[config.mk]
export PLATFORM = sky130hd
export DESIGN_NAME = digit_serial_adder
export DESIGN_NICKNAME = d
export VERILOG_FILES = /design/src/rtl/digit_serial_adder.sv
export SDC_FILE = /design/constraint.sdc
export NUM_CORES = 1
export LEC_CHECK = 0
export BUFFER_PORTS_ARGS = -buffer_cell sky130_fd_sc_hd__buf_2
export CELL_PAD_IN_SITES_DETAIL_PLACEMENT = 1
export CELL_PAD_IN_SITES_GLOBAL_PLACEMENT = 2
export CORE_MARGIN = 5
export CORE_UTILIZATION = 32
export CTS_BUF_LIST = sky130_fd_sc_hd__clkbuf_8
export DETAILED_ROUTE_END_ITERATION = 12
export GPL_TIMING_DRIVEN = 1
export PLACE_DENSITY = 0.75
export SLEW_MARGIN = 20
export SYNTH_ARGS = -nofsm -noshare
export SYNTH_HDL_FRONTEND = slang
export SYNTH_SLANG_ARGS = --single-unit
export TNS_END_PERCENT = 10
[constraint.sdc]
create_clock -name clk -period 1.6 [get_ports clk]
set_input_delay 0.08 -clock clk [delete_from_list [all_inputs] [get_ports clk]]
set_output_delay 0.08 -clock clk [all_outputs]
set_load 0.1 [all_outputs]
[src/rtl/digit_serial_adder.sv]
// Digit-serial adder/subtractor: processes DIGIT bits of two WIDTH-bit operands per clock,
// least-significant digit first, under a start/busy/done handshake.
module digit_serial_adder #(
  parameter int WIDTH = 16,
  parameter int DIGIT = 4
) (
  input  logic             clk,
  input  logic             rst_n,
  input  logic             start,
  input  logic             sub,
  input  logic [WIDTH-1:0] a,
  input  logic [WIDTH-1:0] b,
  input  logic             cin,
  output logic             busy,
  output logic             done,
  output logic [WIDTH-1:0] sum,
  output logic             cout,
  output logic             ovf
);

  localparam int NDIG  = WIDTH / DIGIT;
  localparam int CNT_W = (NDIG > 1) ? $clog2(NDIG) : 1;

  if ((WIDTH < 2) || (WIDTH % DIGIT != 0)) begin : g_param_check
    $error("digit_serial_adder: WIDTH must be >= 2 and DIGIT must divide WIDTH");
  end

  typedef enum logic {
    IDLE = 1'b0,
    RUN  = 1'b1
  } state_t;

  state_t           state, state_nxt;
  logic [WIDTH-1:0] a_r, b_r;
  logic             carry;
  logic [CNT_W-1:0] cnt;
  logic             load, step, last;
  logic             done_r;
  logic [DIGIT:0]   dsum;

  function automatic logic [DIGIT:0] digit_add(input logic [DIGIT-1:0] x,
                                               input logic [DIGIT-1:0] y,
                                               input logic             ci);
    return {1'b0, x} + {1'b0, y} + {{DIGIT{1'b0}}, ci};
  endfunction

  // Overflow iff both addends share a sign and the result sign differs.
  function automatic logic signed_ovf(input logic x_msb, input logic y_msb, input logic s_msb);
    return (x_msb == y_msb) && (s_msb != x_msb);
  endfunction

  assign dsum = digit_add(a_r[DIGIT-1:0], b_r[DIGIT-1:0], carry);
  assign busy = (state == RUN);
  assign done = done_r;

  always_comb begin
    state_nxt = state;
    load      = 1'b0;
    step      = 1'b0;
    last      = 1'b0;
    case (state)
      IDLE: begin
        if (start) begin
          load      = 1'b1;
          state_nxt = RUN;
        end
      end
      RUN: begin
        step = 1'b1;
        if (cnt == CNT_W'(NDIG - 1)) begin
          last      = 1'b1;
          state_nxt = IDLE;
        end
      end
      default: state_nxt = IDLE;
    endcase
  end

  always_ff @(posedge clk or negedge rst_n) begin
    if (!rst_n) begin
      state  <= IDLE;
      done_r <= 1'b0;
    end else begin
      state  <= state_nxt;
      done_r <= last;
    end
  end

  // Subtraction is a + ~b + ~cin, so b is inverted and the carry seeded at load time.
  always_ff @(posedge clk or negedge rst_n) begin
    if (!rst_n) begin
      a_r   <= '0;
      b_r   <= '0;
      carry <= 1'b0;
      cnt   <= '0;
      sum   <= '0;
      cout  <= 1'b0;
      ovf   <= 1'b0;
    end else if (load) begin
      a_r   <= a;
      b_r   <= sub ? ~b : b;
      carry <= cin ^ sub;
      cnt   <= '0;
    end else if (step) begin
      sum[int'(cnt)*DIGIT +: DIGIT] <= dsum[DIGIT-1:0];
      carry <= dsum[DIGIT];
      a_r   <= a_r >> DIGIT;
      b_r   <= b_r >> DIGIT;
      cnt   <= cnt + CNT_W'(1);
      if (last) begin
        cout <= dsum[DIGIT];
        ovf  <= signed_ovf(a_r[DIGIT-1], b_r[DIGIT-1], dsum[DIGIT-1]);
      end
    end
  end

endmodule

==> results.json, run 1 <==
{
  "p_total_mw": 7.23,
  "syn_area_mm2": 0.00269,
  "clkSinkCount": 55,
  "worst_path_max_delay_cell": "dfrtp_1",
  "cp_data_required_time_ps": 1790,
  "htree_levels": 2,
  "numCtsBuffers": 5,
  "num_rows": 33,
  "crit_top_cell": "fa_2",
  "hp-class": "input port to register",
  "seq_area_frac_synth_pct": 51.1,
  "grt_pass1_vias": 2136,
  "port_buffers": 56,
  "wl_per_cell_um": 15.0,
  "drtIter0Drc": 47,
  "antenna_cells": 0,
  "ys_seq_elements": 55,
  "report.final.hold_viol_count": 0,
  "ir_drop_v": 0.000691,
  "power_density_mw_per_mm2": 2120,
  "drc": 0,
  "vias": 1981,
  "ant_nets": 0,
  "fin_nets": 358,
  "drive_gt1_share_pct": 30.8,
  "vias_per_cell": 4.75,
  "first_pass_iters": 3,
  "place_congestion": 0.760,
  "clock_skew_ps": 10.4,
  "synth-edff-count": 0,
  "drv_cap": 0,
  "critPathMaxStageDelay_ps": 420,
  "die_h_um": 102,
  "crit_fanout": 2,
  "ys_top_cells_by_count": "dfrtp_1, nand2_1, mux2i_1",
  "synth_top_area_share_pct": 51.1,
  "status": "complete, but fails checks",
  "worst_pin_slew_ps": 492,
  "cts_tree": "done",
  "grt_pass1_wl_um": 10500,
  "holdWs_ps": 14.7,
  "cp_cell_sequence": "fa_2 > fa_2 > a21o_1 > a21oi_2 > mux2i_1",
  "clk_latency_ps": 310,
  "clockBufferDepth": 2,
  "initial_utilization_pct": 32.8,
  "yosysWarnings": 0,
  "cp-end-kind": "register",
  "synthFlopType": "dfrtp_1",
  "setup_viol": 15,
  "postSynthAreaPerCell_um2": 11.1,
  "dpl.hpwl_um": 4560,
  "grt_max_degree": 63,
  "rsz0062_at_grt": "yes",
  "routed_wl_um": 6250,
  "maxSlewViolCount": 0,
  "cts.clk_slew.worst_paths_ps": 100,
  "start_kind": "register",
  "crit_type": "register to register",
  "yosysMostFrequentCell": "dfrtp_1",
  "yosys.area.top_type": "dfrtp_1",
  "slew_headroom_pct": 67.4,
  "cp_data_arrival_time_ps": 1970,
  "p_leak_nw": 1.75,
  "synth_nets": 290,
  "dieWidth_um": 102,
  "worst_slack_ps": -173,
  "period_minus_slack_ps": 1770,
  "synthToLayoutAreaGrowth_pct": 27.0,
  "antenna_found_initial": 0,
  "yosysUniqueCellTypes": 32,
  "violations": "setup timing",
  "core_mm2": 0.00822,
  "overflow": 0,
  "cts-root-buf": "clkbuf_8",
  "io_pins": 57,
  "period_share_pct": 111,
  "syn_inst": 243,
  "grtUsageTotal_pct": 12.7,
  "synth_area_leaders": "dfrtp_1, mux2i_1, nand2_1, o21ai_0, xor2_1",
  "async_flop_share_pct": 100,
  "fmax_ghz": 0.564,
  "die_area_mm2": 0.0103
}
[cell type report]
cell class	count	area (um2)
fillers	924	4800
flip-flops and latches	55	1380
multi-input cells	170	1280
repair buffers	75	478
well taps	105	131
clock buffers	5	68.8
clock inverters	3	63.8
inverters	4	15.0
[stage by stage]
stage / util (%) / cell area [um2] / std cells / TNS, ps / setup slack [ps]
CTS: 41.3 / 3390 / 416 / -1600 / -164
global route: 41.6 / 3420 / 417 / -2160 / -227
finish: 41.6 / 3420 / 417 / -1480 / -173
detailed placement: 39.3 / 3230 / 406 / -2010 / -227
floorplan: - / 2720 / 243 / -313 / -52.4
global placement: 39.3 / 3230 / 406 / -1260 / -166
[registers in the layout, summed over array words and instances (netlist names)]
name	count
cnt	2
a_r	16
sum	16
busy	1
done	1
ovf	1
cout	1
b_r	16
carry	1
[cell families (layout without fill, tap and decap cells)]
| group | count (synthesis) | after routing | synth area share (%) |
|---|---|---|---|
| flip-flops | 55 | 55 | 51.1 |
| adder cells (fa/ha/maj) | 10 | 10 | 5.21 |
| buffers and inverters | 18 | 87 | 3.02 |
| AO/OA/AOI/OAI | 56 | 56 | 13.9 |
| XOR/XNOR | 18 | 18 | 5.86 |
| AND/OR/NAND/NOR | 55 | 55 | 9.34 |
| multiplexers | 31 | 31 | 11.5 |
[cell usage in the layout (no fill, tap or decap), types with 2 or more instances in the layout]
cell and n:
a22o_1 12, inv_1 3, a21o_1 3, mux2i_1 31, inv_2 2, nand2_1 34, buf_2 55, bufinv_16 2
buf_12 4, dfrtp_1 54, nor2_1 8, and3b_1 2, buf_4 15, fa_2 2, nand2_2 2, o31ai_1 4
xor2_1 13, xnor2_1 4, o21ai_0 25, ha_1 6, a211oi_1 5, nand3_1 2, clkbuf_8 5
[layer usage]
| layer | track usage [%] | share of wire [%] |
|---|---|---|
| met5 | 0 | 0 |
| met4 | 3.07 | 0.69 |
| met3 | 2.48 | 4.3 |
| met2 | 20.6 | 48 |
| met1 | 17.6 | 47 |
[where the power goes]
group          switching (mW)  internal (mW)  leakage [nW]
clock network           0.445          0.619        0.0695
logic                    2.76           1.15         0.943
registers               0.347           1.91         0.733
[worst max-delay path: cells and delay by family (launching register included)]
family                   cells  cell delay, ps
adder cells (fa/ha/maj)      2             810
flip-flops                   1             420
AO/OA/AOI/OAI                2             350
multiplexers                 1              90
[path summary, 6_finish.rpt]
kind,start,to,slack (ps),cells after the start
worst max register to register,a_r[0]$_DFFE_PN0P_,carry$_DFFE_PN0P_,-170,5
min in group asynchronous,rst_n,carry$_DFFE_PN0P_,230,2
max in group asynchronous,rst_n,sum[13]$_DFFE_PN0P_,820,3
worst min-delay path,a[15],a_r[15]$_DFFE_PN0P_,10,3
worst min register to register,ovf$_DFFE_PN0P_,ovf$_DFFE_PN0P_,480,2
worst max-delay path,a_r[0]$_DFFE_PN0P_,carry$_DFFE_PN0P_,-170,5
[timing repair]
item / in CTS / in global routing
pin swaps: 5 / 1
hold endpoints to repair: 11 / 0
resized for setup: 2 / 6
buffers inserted: 1 / 1
gates cloned: 0 / 0
endpoints found under the setup margin: 15 / 18
hold buffers: 1 / 0
Power figures use the tool's default switching activity.
==> run 2: changes to the inputs <==
==> constraint.sdc (replaced) <==
create_clock -name clk -period 1.6 [get_ports clk]
set_input_delay 0.08 -clock clk [delete_from_list [all_inputs] [get_ports clk]]
set_output_delay 0.08 -clock clk [all_outputs]
set_load 0.05 [all_outputs]
==> run 2 against run 1 <==
Against the previous run: combinational power shrank 22%; clock skew grew 2.5 ps; largest power group unchanged; first-iteration DRC count grew 2.1%; final area shrank 1.7%; non-clock buffer count is the same; critical path depth is the same; power shrank 15%; worst setup slack gained 11 ps; hold slack lost 7.6 ps; fmax grew 0.61%; sequential power is essentially flat; largest cell class unchanged; the flow still finishes with violations (setup timing); via count grew 2.2%.
==> results.json, run 2 (same netlist as run 1, synthesis figures left out) <==
{
  "ant_nets": 0,
  "dieWidth_um": 102,
  "grt_pass1_wl_um": 10800,
  "grt_pass1_vias": 2134,
  "dpl.hpwl_um": 4770,
  "num_rows": 33,
  "port_buffers": 56,
  "drv_cap": 0,
  "crit_fanout": 2,
  "report.final.hold_viol_count": 0,
  "clk_latency_ps": 320,
  "worst_slack_ps": -162,
  "antenna_cells": 0,
  "clkSinkCount": 55,
  "crit_top_cell": "fa_2",
  "cts-root-buf": "clkbuf_8",
  "cts_tree": "done",
  "crit_buf_inv": 0,
  "cp_data_arrival_time_ps": 1950,
  "grt_max_degree": 41,
  "die_h_um": 102,
  "period_share_pct": 110,
  "final_core_util_pct": 40.9,
  "worst_path_max_delay_cell": "dfrtp_1",
  "start_kind": "register",
  "cp-end-kind": "register",
  "setup_tns_ps": -1250,
  "initial_utilization_pct": 32.8,
  "rsz0062_at_grt": "yes",
  "vias_per_cell": 4.86,
  "critPathMaxStageDelay_ps": 420,
  "layout_commonest_cell": "buf_2",
  "wl_per_cell_um": 15.4,
  "numPlacedInstances": 408,
  "slew_headroom_pct": 69.9,
  "most-common-layout-cells": "buf_2, dfrtp_1, nand2_1",
  "p_leak_nw": 1.71,
  "setup_viol": 15,
  "drc": 0,
  "numCtsBuffers": 5,
  "fin_nets": 358,
  "vias": 2025,
  "cts.clk_slew.worst_paths_ps": 100,
  "synthToLayoutAreaGrowth_pct": 24.8,
  "first_pass_iters": 4,
  "ir_drop_v": 0.000466,
  "routed_wl_um": 6430,
  "die_area_mm2": 0.0103,
  "grtUsageTotal_pct": 13.2,
  "crit_type": "register to register",
  "top_regs": "a_r x16, b_r x16, sum x16",
  "place_congestion": 0.741,
  "crit_family": "adder cells",
  "io_pins": 57,
  "core_mm2": 0.00822,
  "overflow": 0,
  "drive_gt1_share_pct": 31.4,
  "fmax_ghz": 0.567,
  "violations": "setup timing",
  "status": "complete, but fails checks",
  "htree_levels": 2,
  "maxSlewViolCount": 0,
  "antenna_found_initial": 0,
  "period_minus_slack_ps": 1760,
  "clockBufferDepth": 2,
  "hp-class": "input port to register",
  "cp_cell_sequence": "fa_2 > fa_2 > a21o_1 > a21oi_2 > mux2i_1",
  "drtIter0Drc": 48,
  "power_density_mw_per_mm2": 1830,
  "worst_pin_slew_ps": 451,
  "clock_skew_ps": 13.0,
  "cp_data_required_time_ps": 1790,
  "final_cell_count_no_fill": 417
}
run 2: cell count changes in the layout (fill, tap and decap cells not counted):
cell        delta
buf_12         -2
bufinv_16      -2
clkbuf_8       +1
and2_4         +1
buf_2          +1
buf_4          +1
and2_1         -1
clkinvlp_4     +1
clkinv_4       +1
inv_1          -1
run 2: repair_timing:
action                                  4_1_cts  5_1_grt
cloned                                        0        0
hold buffers                                  1        0
pin swaps                                     4        0
resized for setup                             3        6
hold endpoints to repair                     14        0
endpoints found under the setup margin       15       19
setup buffers                                 0        0
run 2: worst paths after layout:
check | startpoint | endpoint | slack [ps] | cells after the start
min in group asynchronous | rst_n | b_r[0]$_DFFE_PN0P_ | 240 | 2
setup reg to reg | a_r[0]$_DFFE_PN0P_ | carry$_DFFE_PN0P_ | -160 | 5
setup / recovery | a_r[0]$_DFFE_PN0P_ | carry$_DFFE_PN0P_ | -160 | 5
hold reg to reg | ovf$_DFFE_PN0P_ | ovf$_DFFE_PN0P_ | 490 | 2
max in group asynchronous | rst_n | ovf$_DFFE_PN0P_ | 780 | 3
hold / removal | a[14] | a_r[14]$_DFFE_PN0P_ | 7 | 3
run 2: worst reg2reg max path: stages, from the launching register on:
cell     delay [ps]
dfrtp_1         420
fa_2            410
fa_2            380
a21o_1          190
a21oi_2         160
mux2i_1         100
run 2: report_power, final:
part	switching (mW)	internal, mW	total (mW)
clock	0.485	0.355	0.840
combinational	1.95	1.10	3.05
sequential	0.344	1.91	2.25
total	2.78	3.36	6.14
run 2: final cells by class:
cell class	instances	area, um2
fillers	937	4860
flip-flops and latches	55	1380
multi-input cells	170	1280
repair buffers	75	450
well taps	105	131
clock buffers	6	82.6
clock inverters	2	16.3
inverters	4	15.0
run 2: through the flow:
step                setup WS, ps  total power, mW  area [um2]  hold WS (ps)
floorplan                  -52.4             4.30        2710          -216
global placement            -171             5.22        3220          51.5
detailed placement          -227             5.31        3220          52.2
CTS                         -153             6.19        3340         0.882
global route                -220             6.60        3360          15.9
finish                      -162             6.14        3360          7.09
run 2: layer usage:
metal | up-vias | track usage [%] | share of wire, %
met5 | - | 0 | 0
met4 | 0 | 3.07 | 1.2
met3 | 9 | 2.75 | 4.6
met2 | 50 | 21.4 | 47
met1 | 977 | 18.2 | 47
li1 | 989 | - | -
==> run 3: changes to the inputs <==
--- a/config.mk
+++ b/config.mk
@@ -8,6 +8,7 @@
 export BUFFER_PORTS_ARGS = -buffer_cell sky130_fd_sc_hd__buf_2
 export CELL_PAD_IN_SITES_DETAIL_PLACEMENT = 1
 export CELL_PAD_IN_SITES_GLOBAL_PLACEMENT = 2
+export CORE_ASPECT_RATIO = 0.9
 export CORE_MARGIN = 5
 export CORE_UTILIZATION = 32
 export CTS_BUF_LIST = sky130_fd_sc_hd__clkbuf_8
==> run 3 against run 2 <==
Against the previous run: the flow still finishes with violations (setup timing); power fell by 1.1%; flip-flop and latch count did not move; worst setup slack improved by 2.7 ps; count of clock-buffer cells in the layout fell by 1; via count fell by 1.9%; non-clock buffer count fell by 1; final area fell by 0.86%; largest cell class unchanged; global-route usage fell by 0.53 points.
==> results.json, run 3 (same netlist as run 1, synthesis figures left out) <==
{
  "status": "complete, but fails checks",
  "violations": "setup timing",
  "cp_data_required_time_ps": 1790,
  "wl_per_cell_um": 15.3,
  "cts.clk_slew.worst_paths_ps": 100,
  "drv_cap": 0,
  "r2r_start": "carry$_DFFE_PN0P_",
  "cts_tree": "done",
  "cp_cell_sequence": "fa_2 > fa_2 > a21o_1 > a21oi_2 > mux2i_1",
  "period_share_pct": 110,
  "clockBufferDepth": 2,
  "reg2reg_depth": 5,
  "worst_path_max_delay_cell": "fa_2",
  "top_regs": "a_r x16, b_r x16, sum x16",
  "rr_endpoint": "carry$_DFFE_PN0P_",
  "report.final.hold_viol_count": 0,
  "final.fill_count": 922,
  "antenna_cells": 0,
  "io_pins": 57,
  "final_cell_count_no_fill": 410,
  "clock_skew_ps": 3.46,
  "slew_headroom_pct": 67.7,
  "clkSinkCount": 55,
  "dpl.hpwl_um": 4670,
  "layout_commonest_cell": "buf_2",
  "clk_latency_ps": 300,
  "dieWidth_um": 107,
  "fmax_ghz": 0.568,
  "htree_levels": 2,
  "worst_pin_slew_ps": 484,
  "cp_data_arrival_time_ps": 1950,
  "setup_viol": 10,
  "initial_utilization_pct": 33.0,
  "period_minus_slack_ps": 1760,
  "min_to": "a_r[15]$_DFFE_PN0P_",
  "antenna_found_initial": 0,
  "die_area_mm2": 0.0103,
  "maxSlewViolCount": 0,
  "hold_path_startpoint": "a[15]",
  "die_h_um": 97,
  "cp-end-kind": "register",
  "vias_per_cell": 4.84,
  "crit_top_cell": "fa_2",
  "routed_wl_um": 6250,
  "port_buffers": 56,
  "critPathMaxStageDelay_ps": 430,
  "numCtsBuffers": 5,
  "grtUsageTotal_pct": 12.7,
  "place_congestion": 0.733,
  "rsz0062_at_grt": "yes",
  "worst_slack_ps": -160,
  "drive_gt1_share_pct": 30.2,
  "first_pass_iters": 4,
  "drc": 0,
  "vias": 1986,
  "synthToLayoutAreaGrowth_pct": 23.7,
  "crit_fanout": 3,
  "ant_nets": 0,
  "core_mm2": 0.00815,
  "p_leak_nw": 1.71,
  "grt_pass1_vias": 2119,
  "setup_tns_ps": -848,
  "start_kind": "register",
  "hold_depth": 3,
  "grt_pass1_wl_um": 10600,
  "fin_nets": 357,
  "crit_type": "register to register",
  "most-common-layout-cells": "buf_2, dfrtp_1, nand2_1",
  "drtIter0Drc": 64,
  "numPlacedInstances": 399,
  "r2r_slack_ps": -160,
  "grt_max_degree": 65,
  "hp-class": "input port to register",
  "cts-root-buf": "clkbuf_8",
  "overflow": 0,
  "num_rows": 31,
  "power_density_mw_per_mm2": 1820,
  "ir_drop_v": 0.000544
}
## run 3: final cells by class
type | instances | area (um2) | share of cell area [%]
inverters | 4 | 15.0 | 0.451
flip-flops and latches | 55 | 1380 | 41.4
clock buffers | 5 | 68.8 | 2.07
clock inverters | 3 | 16.3 | 0.489
multi-input cells | 170 | 1280 | 38.5
well taps | 99 | 124 | 3.72
repair buffers | 74 | 445 | 13.4
## run 3: worst max path at each step
stage	depth (start not counted)	start	slack (ps)	to
detailed placement	5	a_r[0]$_DFFE_PN0P_	-180	carry$_DFFE_PN0P_
finish	5	carry$_DFFE_PN0P_	-160	carry$_DFFE_PN0P_
global placement	4	a_r[0]$_DFFE_PN0P_	-130	sum[10]$_DFFE_PN0P_
floorplan	5	a_r[0]$_DFFE_PN0P_	-50	carry$_DFFE_PN0P_
CTS	5	carry$_DFFE_PN0P_	-160	carry$_DFFE_PN0P_
global route	5	carry$_DFFE_PN0P_	-240	carry$_DFFE_PN0P_
## run 3: through the flow
step / power, mW / hold WS [ps] / utilization, % / area, um2 / worst slack (ps)
after CTS: 6.17 / 5.77 / 40.7 / 3310 / -164
final: 6.08 / 16.5 / 40.9 / 3330 / -160
after global placement: 5.23 / -59.2 / 39.2 / 3190 / -132
after floorplan: 4.30 / -216 / - / 2710 / -52.4
after detailed placement: 5.34 / -51.9 / 39.2 / 3190 / -179
after global routing: 6.54 / 17.4 / 40.9 / 3330 / -244
## run 3: what timing repair did
item,CTS,global route
setup buffers,1,0
endpoints found under the hold margin,56,0
pin swaps,6,3
endpoints found under the setup margin,14,19
gates resized for setup,3,5
hold buffers,2,0
## run 3: per-layer routing
layer / vias up / share of wire (%) / routed length [um] / global-route usage, %
met5: - / 0 / 0 / 0
met4: 0 / 0.82 / 51 / 2.95
met3: 7 / 3.9 / 243 / 3.00
met2: 41 / 46 / 2880 / 19.6
met1: 954 / 49 / 3080 / 18.0
li1: 984 / - / - / -
## run 3: where the power goes
group	total (mW)	leakage, nW	internal, mW	switching (mW)
registers	2.25	0.733	1.91	0.340
logic	3.08	0.927	1.13	1.95
clock network	0.746	0.0453	0.301	0.445
## run 3: critical path, delay by kind of cell (launching register included)
kind / cells / cell delay, ps
fa+ha+maj: 2 / 810
compound gates: 2 / 340
mux: 1 / 90
flops: 1 / 410
